==> src/rtl/wb_retire_tracer.sv <==
// wb_retire_tracer: captures retiring write-back instructions into a small
// trace FIFO and presents the head entry on a valid/ready trace port.
// The head entry is kept in a dedicated register, so trc_* never depends
// combinationally on wb_* and still holds the last popped entry when empty.
module wb_retire_tracer #(
  parameter int unsigned DEPTH   = 4,
  parameter logic [31:0] PC_INIT = 32'h200
) (
  input  logic                       clk,
  input  logic                       rst_n,
  input  logic                       wb_valid_i,
  input  logic [31:0]                wb_pc_i,
  input  logic [31:0]                wb_insn_i,
  input  logic                       wb_we_i,
  input  logic [4:0]                 wb_dst_i,
  input  logic [31:0]                wb_r_i,
  input  logic                       clr_i,
  output logic                       trc_valid_o,
  input  logic                       trc_ready_i,
  output logic [31:0]                trc_pc_o,
  output logic [31:0]                trc_insn_o,
  output logic                       trc_we_o,
  output logic [4:0]                 trc_rd_o,
  output logic [31:0]                trc_wdata_o,
  output logic [31:0]                trc_order_o,
  output logic [$clog2(DEPTH):0]     level_o,
  output logic                       ovf_o
);
  localparam int AW = $clog2(DEPTH);
  localparam int LW = AW + 1;

  typedef struct packed {
    logic [31:0] pc;
    logic [31:0] insn;
    logic        we;
    logic [4:0]  rd;
    logic [31:0] wdata;
    logic [31:0] order;
  } ent_t;

  localparam ent_t HEAD_RST = '{pc: PC_INIT, insn: 32'h13, we: 1'b0,
                                rd: 5'd0, wdata: 32'd0, order: 32'd0};

  ent_t          mem_q [DEPTH];
  ent_t          mem_d [DEPTH];
  ent_t          head_q, head_d;
  ent_t          new_ent;
  logic [AW-1:0] wr_q, wr_d, rd_q, rd_d, rd_nxt;
  logic [LW-1:0] level_q, level_d;
  logic [31:0]   order_q, order_d;
  logic          ovf_q, ovf_d;
  logic          full, pop, push;

  // Next-state: push/pop decode, storage write, head refresh, clear priority
  always_comb begin
    mem_d   = mem_q;
    head_d  = head_q;
    wr_d    = wr_q;
    rd_d    = rd_q;
    level_d = level_q;
    order_d = order_q;
    ovf_d   = ovf_q;

    full   = (level_q == LW'(DEPTH));
    pop    = (level_q != '0) && trc_ready_i;
    push   = wb_valid_i && !clr_i && (!full || pop);
    rd_nxt = rd_q + AW'(1);

    new_ent.pc    = wb_pc_i;
    new_ent.insn  = wb_insn_i;
    new_ent.we    = wb_we_i && (wb_dst_i != 5'd0);
    new_ent.rd    = wb_dst_i;
    new_ent.wdata = new_ent.we ? wb_r_i : 32'd0;
    new_ent.order = order_q;

    if (clr_i) begin
      level_d = '0;
      wr_d    = '0;
      rd_d    = '0;
      ovf_d   = 1'b0;
      order_d = '0;
    end else begin
      if (wb_valid_i && full && !pop) ovf_d = 1'b1;
      if (push) begin
        mem_d[wr_q] = new_ent;
        wr_d        = wr_q + AW'(1);
        order_d     = order_q + 32'd1;
      end
      if (pop) rd_d = rd_nxt;
      if (push && !pop)      level_d = level_q + LW'(1);
      else if (pop && !push) level_d = level_q - LW'(1);
      // Head tracks the oldest occupied entry; left alone once empty
      if (pop && level_q > LW'(1))          head_d = mem_q[rd_nxt];
      else if (push && (pop || level_q == '0)) head_d = new_ent;
    end
  end

  // State registers; reset discards every entry immediately
  always_ff @(posedge clk or negedge rst_n) begin
    if (!rst_n) begin
      for (int i = 0; i < DEPTH; i++) mem_q[i] <= '0;
      head_q  <= HEAD_RST;
      wr_q    <= '0;
      rd_q    <= '0;
      level_q <= '0;
      order_q <= '0;
      ovf_q   <= 1'b0;
    end else begin
      mem_q   <= mem_d;
      head_q  <= head_d;
      wr_q    <= wr_d;
      rd_q    <= rd_d;
      level_q <= level_d;
      order_q <= order_d;
      ovf_q   <= ovf_d;
    end
  end

  assign trc_valid_o = (level_q != '0);
  assign trc_pc_o    = head_q.pc;
  assign trc_insn_o  = head_q.insn;
  assign trc_we_o    = head_q.we;
  assign trc_rd_o    = head_q.rd;
  assign trc_wdata_o = head_q.wdata;
  assign trc_order_o = head_q.order;
  assign level_o     = level_q;
  assign ovf_o       = ovf_q;
endmodule

==> config.mk <==
export PLATFORM = sky130hd
export DESIGN_NAME = wb_retire_tracer
export DESIGN_NICKNAME = d
export VERILOG_FILES = /design/src/rtl/wb_retire_tracer.sv
export SDC_FILE = /design/constraint.sdc
export NUM_CORES = 1
export LEC_CHECK = 0
export CORE_MARGIN = 2
export CORE_UTILIZATION = 40
export CTS_CLUSTER_DIAMETER = 120
export DETAILED_ROUTE_END_ITERATION = 10
export PLACE_DENSITY = 0.69
export REMOVE_ABC_BUFFERS = 1
export SYNTH_ARGS = -nofsm -noshare
export SYNTH_HDL_FRONTEND = slang
export SYNTH_SLANG_ARGS = --single-unit
==> constraint.sdc <==
create_clock -name clk -period 2.95 [get_ports clk]
set_clock_uncertainty 0.1 [all_clocks]
set_input_delay 0.4425 -clock clk [delete_from_list [all_inputs] [get_ports clk]]
set_output_delay 0.4425 -clock clk [all_outputs]
set_load 0.03 [all_outputs]
* Word level (Yosys, flattened, before mapping)
Cells that the tools add are included.
Word-level totals: register bits after elaboration 710, bits in latches 0, memory bits (writable) 0, ROM bits 0, input bits 107, logic and storage cells 95, memories 0
Cells by class: add/subtract/negate cells 5, multiply operators 0, div/mod/pow operators 0, magnitude comparators 4, equality and inequality tests 1, shift operators 0, mux-type cells 20, bitwise gates (word level) 3, reductions and logical operators 27
Operators by type and width (number):
- 2-to-1 mux 134 bit | 5
- bitwise mux 536 bit | 1
- binary-select mux 134 bit (select 2 bit) | 1
- demux 134 bit (select 2 bit) | 1
- 2-to-1 mux 32 bit | 3
- adder 32 x 1 -> 32 bit, second input constant | 1
- logical AND 1 bit | 11
- 2-to-1 mux 3 bit | 3
- 2-to-1 mux 2 bit | 4
- nonzero test 2 bit | 4
- greater-or-equal comparator 3 bit, second input constant | 2
- inverter 2 -> 3 bit | 2
- nonzero test 3 bit | 2
- nonzero test 5 bit | 1
- adder 2 x 1 -> 2 bit, second input constant | 2
- zero test 1 bit | 4
- AND reduction 2 bit | 2
- adder 3 x 1 -> 3 bit, second input constant | 1
- == test 3 bit, second input constant | 1
- greater-than comparator 3 x 1 -> 1 bit, second input constant | 1
- zero test 3 bit | 1
- less-than comparator 3 x 1 -> 1 bit, second input constant | 1
- subtractor 3 x 1 -> 3 bit, second input constant | 1
- logical OR 1 bit | 2
- 2 further kinds | 3

* Depth between registers and ports, before layout
Gate-level depths: netlist of run 1.
depth in word-level cells 9, mapped depth 11, mapped depth without buffers 7

* Worst setup path before layout of run 1
No wires, ideal clock.
path kind register to register, from reg level_q[1], in the netlist level_o[1], to reg head_q, in the netlist trc_insn_o[10], library setup time 0.130 ns, arrival time 2.462 ns, data required time 2.720 ns, path slack 0.258 ns, cell stages (with the launch flop) 12, buffers on the path 4, clock period less this slack 2.692 ns, cell sequence dfrtp_1 > inv_1 > ha_1 > buf_2 > nor2b_1 > inv_2 > a211oi_4 > and2_1 > buf_2 > buf_2 > buf_2 > a31oi_1
On the way: longest elaborated chain between the ends 7, elaborated cells between the ends (all ways) 14
RTL lines:
- start: declaration | line 49 | logic [LW-1:0] level_q, level_d;
- start signal: assignment | line 113 | level_q <= level_d;
- nonzero test 3 bit *
- named net trc_valid_o | line 18 | output logic trc_valid_o,
- logical AND 1 bit * | line 65 | pop = (level_q != '0) && trc_ready_i;
- logical OR 1 bit | line 66 | push = wb_valid_i && !clr_i && (!full || pop);
- logical AND 1 bit | line 66
- logical AND 1 bit | line 94 | else if (push && (pop || level_q == '0)) head_d = new_ent;
- nonzero test 2 bit (no line)
- AND reduction 2 bit (no line)
- end signal: assignment | line 102 | head_q <= HEAD_RST;
- end signal: assignment | line 110 | head_q <= head_d;
- end: declaration | line 46 | ent_t head_q, head_d;
Mark *: on every way through the listed nets, which the timed path passes. The rest lies on a longest branch. A chain may end at the register's enable or synchronous reset.

* Worst setup path in the final report of run 1
from reg level_q[0], in the netlist level_o[0], to out trc_valid_o
On the way: longest elaborated chain between the ends 1
RTL lines:
- nonzero test 3 bit | line 119 | assign trc_valid_o = (level_q != '0);
- end: declaration | line 18
Every way passes these cells.

==> impl_metrics.env, run 1 <==
export IMPL_rows=103
export IMPL_grt_busiest_layer="met2"
export IMPL_core_area_mm2=0.07900
export IMPL_ant_nets=0
export IMPL_arrival_ns=2.20
export IMPL_fp_dieW_um=286.5
export IMPL_gp_congestion=0.8354
export IMPL_dp_final_hpwl_um=54930
export IMPL_ctsLongestPathBuffers=3
export IMPL_ir_drop_mv=0.4956
export IMPL_cts_tree="done"
export IMPL_seqCellArea_mm2=0.01778
export IMPL_hp_class="in -> reg"
export IMPL_start_util=0.4040
export IMPL_final_max_slew_viol_count=0
export IMPL_path_class="reg -> out"
export IMPL_drt_iter0_drc=1951
export IMPL_ys_top_cells_by_area="dfrtp_1 55%, mux2_2 14%, mux4_2 9.5%"
export IMPL_routedWlPerCell_um=24.71
export IMPL_final_common_cell="dfrtp_1"
export IMPL_synth_top_area_share=0.5535
export IMPL_fmaxAchievable_mhz=365.0
export IMPL_reg2reg_depth=7
export IMPL_setup_ws_ns=0.2105
export IMPL_total_leakage_power_nw=16.57
export IMPL_critPathRequiredTime_ns=2.41
export IMPL_totalWireLength_um=91550
export IMPL_r2r_end="order_q[12]"
export IMPL_drc_errors=0
export IMPL_avgSynthCellArea_um2=13.24
export IMPL_placed_cell_area_mm2=0.03618
export IMPL_multi_input_area_mm2=0.01314
export IMPL_final_net_count=2709
export IMPL_antenna_found_initial=3
export IMPL_die_h_um=286.5
export IMPL_reg2reg_slack_ns=0.23
export IMPL_grt_pass1_vias=23756
export IMPL_synthFlopType="dfrtp_1"
export IMPL_vias=22278
export IMPL_outcome="finished, final reports clean"
export IMPL_slew_headroom=0.2826
export IMPL_cts_setup_buffers=0
export IMPL_synth_edf_count=0
export IMPL_start_kind="flop"
export IMPL_timing_rr_start="level_o[0]"
export IMPL_worstSetupEndpointType="output port"
export IMPL_cellPowerDensity_mw_per_mm2=946.7
export IMPL_ys_async_sr_fraction=1.000
export IMPL_min_to="trc_order_o[27]"
export IMPL_fin_area_mm2=0.03880
export IMPL_ioPinCount=246
export IMPL_instances_no_fill=3705
export IMPL_met2_usage=0.3668
export IMPL_cts_sinks=710
export IMPL_drive_above_1_share=0.2951
export IMPL_yosysWarnings=0
export IMPL_hold_slack_ns=0.1071
export IMPL_holdPathStages=3
export IMPL_synth_cell_types=47
export IMPL_use_met3=0.05556
export IMPL_synth_top_area_cell="dfrtp_1"
export IMPL_finalSetupTns_ns=0
export IMPL_ys_seq_area_frac=0.5568
export IMPL_syn_inst=2411
export IMPL_use_met1=0.2984
export IMPL_period_minus_slack_ns=2.739
export IMPL_htreeDepth=3
export IMPL_dieArea_mm2=0.08207
export IMPL_path_clk_slew_ns=0.06
export IMPL_grt_max_degree=123
export IMPL_rsz0062_at_grt="no"
export IMPL_port_buffers=245
export IMPL_synth_seq_cells=710
export IMPL_fill_cells=6668
export IMPL_syn_to_final_growth_pct=21.57
export IMPL_first_pass_iters=5
export IMPL_numCtsBuffers=76
export IMPL_pre_cts_ws_ns=-0.06740
export IMPL_finalHoldViolations=0
export IMPL_grt_overflow=0
export IMPL_cts_root_buffer="clkbuf_16"
export IMPL_viasPerCell=6.013
export IMPL_grt_pass1_wl_um=143100
export IMPL_track_usage=0.2244
export IMPL_drv_cap=0
export IMPL_finalSetupViolCount=0
export IMPL_place_inst=3564
export IMPL_hold_start="trc_ready_i"
export IMPL_mostFrequentLayoutCells="704 x dfrtp_1, 399 x mux2_2, 242 x clkdlybuf4s50_1"
export IMPL_utilization=0.4912
export IMPL_worstMarginPinSlew_ns=1.074
export IMPL_crit_fanout=5
export IMPL_timing_final_crit_share=0.9286
export IMPL_syn_area_mm2=0.03192
export IMPL_clk_latency_ns=0.64
export IMPL_power_total_mw=36.73
synth_stat cells (2+ instances only):
library cell / number
dfstp_2: 4
or4b_1: 4
clkbuf_1: 165
nand3_1: 149
or4_1: 8
nor4_1: 3
nor2b_1: 5
dfrtp_1: 706
mux2i_1: 7
o21ai_0: 115
and3_1: 7
ha_1: 9
and4_1: 2
a31oi_1: 135
a21oi_1: 154
or2_2: 2
nand3b_1: 3
nor2_1: 27
mux2_2: 399
nand2b_1: 8
a211oi_1: 2
inv_1: 40
mux4_2: 134
and2_1: 4
buf_1: 10
a211o_1: 32
o41ai_1: 4
nor3_1: 6
nand4_1: 15
xor2_1: 7
nand2_1: 22
or3_1: 6
a22o_1: 128
o31ai_1: 8
xnor2_1: 3
buf_2: 63
a21o_1: 5
sequential cells by signal, summed over array words and instances (netlist names):
signal	flops
mem_q	536
order_q	32
trc_insn_o	32
trc_order_o	32
trc_pc_o	32
trc_wdata_o	32
trc_rd_o	5
level_o	3
rd_q	2
wr_q	2
ovf_o	1
trc_we_o	1
report_power, final:
| part | internal, mW | switching (mW) |
|---|---|---|
| Sequential | 12.6 | 1.86 |
| Combinational | 5.74 | 6.59 |
| Clock | 5.91 | 4.03 |
worst max-delay path by stage:
stage / end / slack, ns / start / cells past startpoint
6_report: trc_valid_o / 0.21 / level_o[0] / 5
5_1_grt: order_q[12] / 0.005 / level_o[0] / 7
4_1_cts: trc_valid_o / 0.12 / level_o[0] / 5
3_5_place_dp: mem_q[310] / -0.07 / clr_i / 6
3_3_place_gp: mem_q[448] / -0.05 / clr_i / 6
2_1_floorplan: trc_insn_o[10] / -8.36 / level_o[1] / 5
logic make-up (layout without fill, tap and decap cells):
family	Yosys count	in the layout	share of synthesized area
flip-flops	710	710	0.5568
AO/OA/AOI/OAI	587	587	0.1185
buffers and inverters	280	522	0.03544
XOR/XNOR	10	10	0.002744
AND/OR/NAND/NOR	275	275	0.04551
other	0	2	0
adder cells (fa/ha/maj)	9	9	0.003528
multiplexers	540	540	0.2375
metal layers:
metal | vias to the layer above | share of wire
li1 | 9473 | -
met2 | 839 | 0.49
met4 | 2 | 0.017
met1 | 11854 | 0.42
met3 | 110 | 0.080
met5 | - | 0.000076
worst max-delay path, cell delays in order (launching register included):
cell,delay [ns]
dfrtp_1,0.41
inv_1,0.11
ha_1,0.26
nor2b_2,0.19
inv_2,0.17
dlygate4sd2_1,0.42
final cells by class:
| type | count | share of cell area |
|---|---|---|
| Sequential cell | 710 | 0.4582 |
| Clock inverter | 30 | 0.009706 |
| Multi-Input combinational cell | 1421 | 0.3387 |
| Inverter | 41 | 0.004031 |
| Timing Repair Buffer | 343 | 0.09783 |
| Antenna cell | 2 | 0.0001290 |
| Tap cell | 1050 | 0.03386 |
| Clock buffer | 108 | 0.05759 |
repair_timing:
| action | 4_1_cts | 5_1_grt |
|---|---|---|
| pin swaps | 0 | 0 |
| gates resized for setup | 1 | 1 |
| hold buffers | 1 | 0 |
| setup endpoints to repair | 1 | 1 |
| endpoints found under the hold margin | 57 | 0 |
No activity file was read; power rests on OpenSTA's default activity.
==> run 2: changes to the inputs <==
--- a/config.mk
+++ b/config.mk
@@ -5,6 +5,7 @@
 export SDC_FILE = /design/constraint.sdc
 export NUM_CORES = 1
 export LEC_CHECK = 0
+export CORE_ASPECT_RATIO = 1.4
 export CORE_MARGIN = 2
 export CORE_UTILIZATION = 40
 export CTS_CLUSTER_DIAMETER = 120
==> impl_metrics.env, run 2 (synthesized netlist as in run 1, its figures left out) <==
export IMPL_routedWlPerCell_um=24.36
export IMPL_largest_register_ffs=536
export IMPL_grt_pass1_wl_um=141800
export IMPL_start_kind="flop"
export IMPL_drv_cap=0
export IMPL_rows=122
export IMPL_viasPerCell=5.977
export IMPL_crit_path_top_delay_cell="dfrtp_1"
export IMPL_outcome="finished, final reports clean"
export IMPL_period_minus_slack_ns=2.722
export IMPL_ir_drop_mv=0.7983
export IMPL_fmaxAchievable_mhz=367.4
export IMPL_fp_dieW_um=242.7
export IMPL_final_max_slew_viol_count=0
export IMPL_grt_max_degree=101
export IMPL_ctsLongestPathBuffers=3
export IMPL_path_class="reg -> reg"
export IMPL_cts_sinks=710
export IMPL_worstSetupEndpointType="flop"
export IMPL_grt_pass1_vias=23887
export IMPL_cts_root_buffer="clkbuf_16"
export IMPL_track_usage=0.2196
export IMPL_worstMarginPinSlew_ns=0.9886
export IMPL_final_common_cell="dfrtp_1"
export IMPL_slew_headroom=0.3410
export IMPL_finalHoldViolations=0
export IMPL_drive_above_1_share=0.2855
export IMPL_arrival_ns=3.10
export IMPL_top_register="mem_q"
export IMPL_port_buffers=245
export IMPL_total_leakage_power_nw=16.25
export IMPL_drt_iter0_drc=1744
export IMPL_gp_congestion=0.7967
export IMPL_critPathRequiredTime_ns=3.33
export IMPL_clk_latency_ns=0.64
export IMPL_timing_final_crit_share=0.9226
export IMPL_reg2reg_slack_ns=0.23
export IMPL_core_area_mm2=0.07907
export IMPL_power_total_mw=35.43
export IMPL_utilization=0.4834
export IMPL_die_h_um=338.2
export IMPL_ioPinCount=246
export IMPL_mostFrequentLayoutCells="704 x dfrtp_1, 399 x mux2_2, 242 x clkdlybuf4s50_1"
export IMPL_cellPowerDensity_mw_per_mm2=927.1
export IMPL_slowest_delay_ns=0.46
export IMPL_crit_fanout=52
export IMPL_rsz0062_at_grt="no"
export IMPL_path_buf_inv=3
export IMPL_numCtsBuffers=68
export IMPL_cp_top_family="simple AND/OR/NAND/NOR gates"
export IMPL_htreeDepth=3
export IMPL_syn_to_final_growth_pct=19.74
export IMPL_cts_tree="done"
export IMPL_start_util=0.4037
export IMPL_fill_cells=6813
export IMPL_final_net_count=2687
export IMPL_path_clk_slew_ns=0.07
export IMPL_drc_errors=0
export IMPL_antenna_found_initial=7
export IMPL_finalSetupViolCount=0
export IMPL_vias=21983
export IMPL_dieArea_mm2=0.08211
export IMPL_first_pass_iters=5
export IMPL_dp_final_hpwl_um=53890
export IMPL_ant_nets=0
export IMPL_grt_overflow=0
export IMPL_hp_class="in -> reg"
export IMPL_totalWireLength_um=89600
export IMPL_crit_chain="inv_1, ha_1, nor2b_2, inv_2, a211oi_4, and2_4, buf_12, a31oi_1"
## run 2: changes by cell type in the layout (fill, tap and decap cells not counted), sizes merged
cell / delta
bufinv: -3
buf: -14
clkinvlp: +3
dlygate4sd2: -1
clkinv: -16
inv: +2
clkbuf: -4
diode: +2
## run 2: cell type report
| class | instances | area (µm²) | area share |
|---|---|---|---|
| diodes | 4 | 10.01 | 0.0002619 |
| clock buffers | 103 | 2046 | 0.05352 |
| clock inverters | 16 | 214.0 | 0.005598 |
| inverters | 41 | 156.4 | 0.004092 |
| multi-input cells | 1421 | 13120 | 0.3433 |
| flip-flops and latches | 710 | 17780 | 0.4652 |
| well taps | 1054 | 1319 | 0.03450 |
| repair buffers | 329 | 3575 | 0.09353 |
## run 2: where the power goes
part | internal, mW | switching, mW
combinational | 5.55 | 6.54
sequential | 12.6 | 1.77
clock | 5.15 | 3.82
## run 2: final timing paths
path                        startpoint  cells after the start               to
min                        trc_ready_i                      3  trc_order_o[14]
min reg2reg                  mem_q[69]                      1        mem_q[69]
max reg2reg                 level_o[1]                      8   trc_wdata_o[6]
min in group asynchronous        rst_n                      2       mem_q[477]
max                         level_o[1]                      8   trc_wdata_o[6]
max in group asynchronous        rst_n                      3   trc_insn_o[29]
## run 2: metrics by stage
| step | setup TNS, ns | worst slack (ns) | hold slack, ns | instance area (µm²) | instances |
|---|---|---|---|---|---|
| CTS | 0 | 0.06049 | 0.02580 | 38210 | 3674 |
| global placement | 0 | 0.1159 | 0.3546 | 35940 | 3554 |
| floorplan | -2787.96 | -8.362 | 0.04691 | 30940 | 2172 |
| global route | 0 | 0.1133 | 0.08788 | 38220 | 3678 |
| finish | 0 | 0.2283 | 0.06143 | 38220 | 3678 |
| detailed placement | 0 | 0.08405 | 0.3614 | 35940 | 3554 |
## run 2: routing by layer
layer,wire (µm),GRT usage
met5,28,0
met4,2702,0.09279
met3,5635,0.04138
met2,45900,0.3774
met1,35340,0.2705
## run 2: what timing repair did
| action | 4_1_cts | 5_1_grt |
|---|---|---|
| endpoints found under the hold margin | 44 | 0 |
| buffers inserted | 0 | 0 |
| resized for setup | 1 | 3 |
| setup endpoints to repair | 1 | 1 |
| hold buffers | 1 | 0 |
## run 2: worst min-delay path: stages
cell and delay (ns):
buf_6 0.14, nand3_1 0.08, a31oi_1 0.07
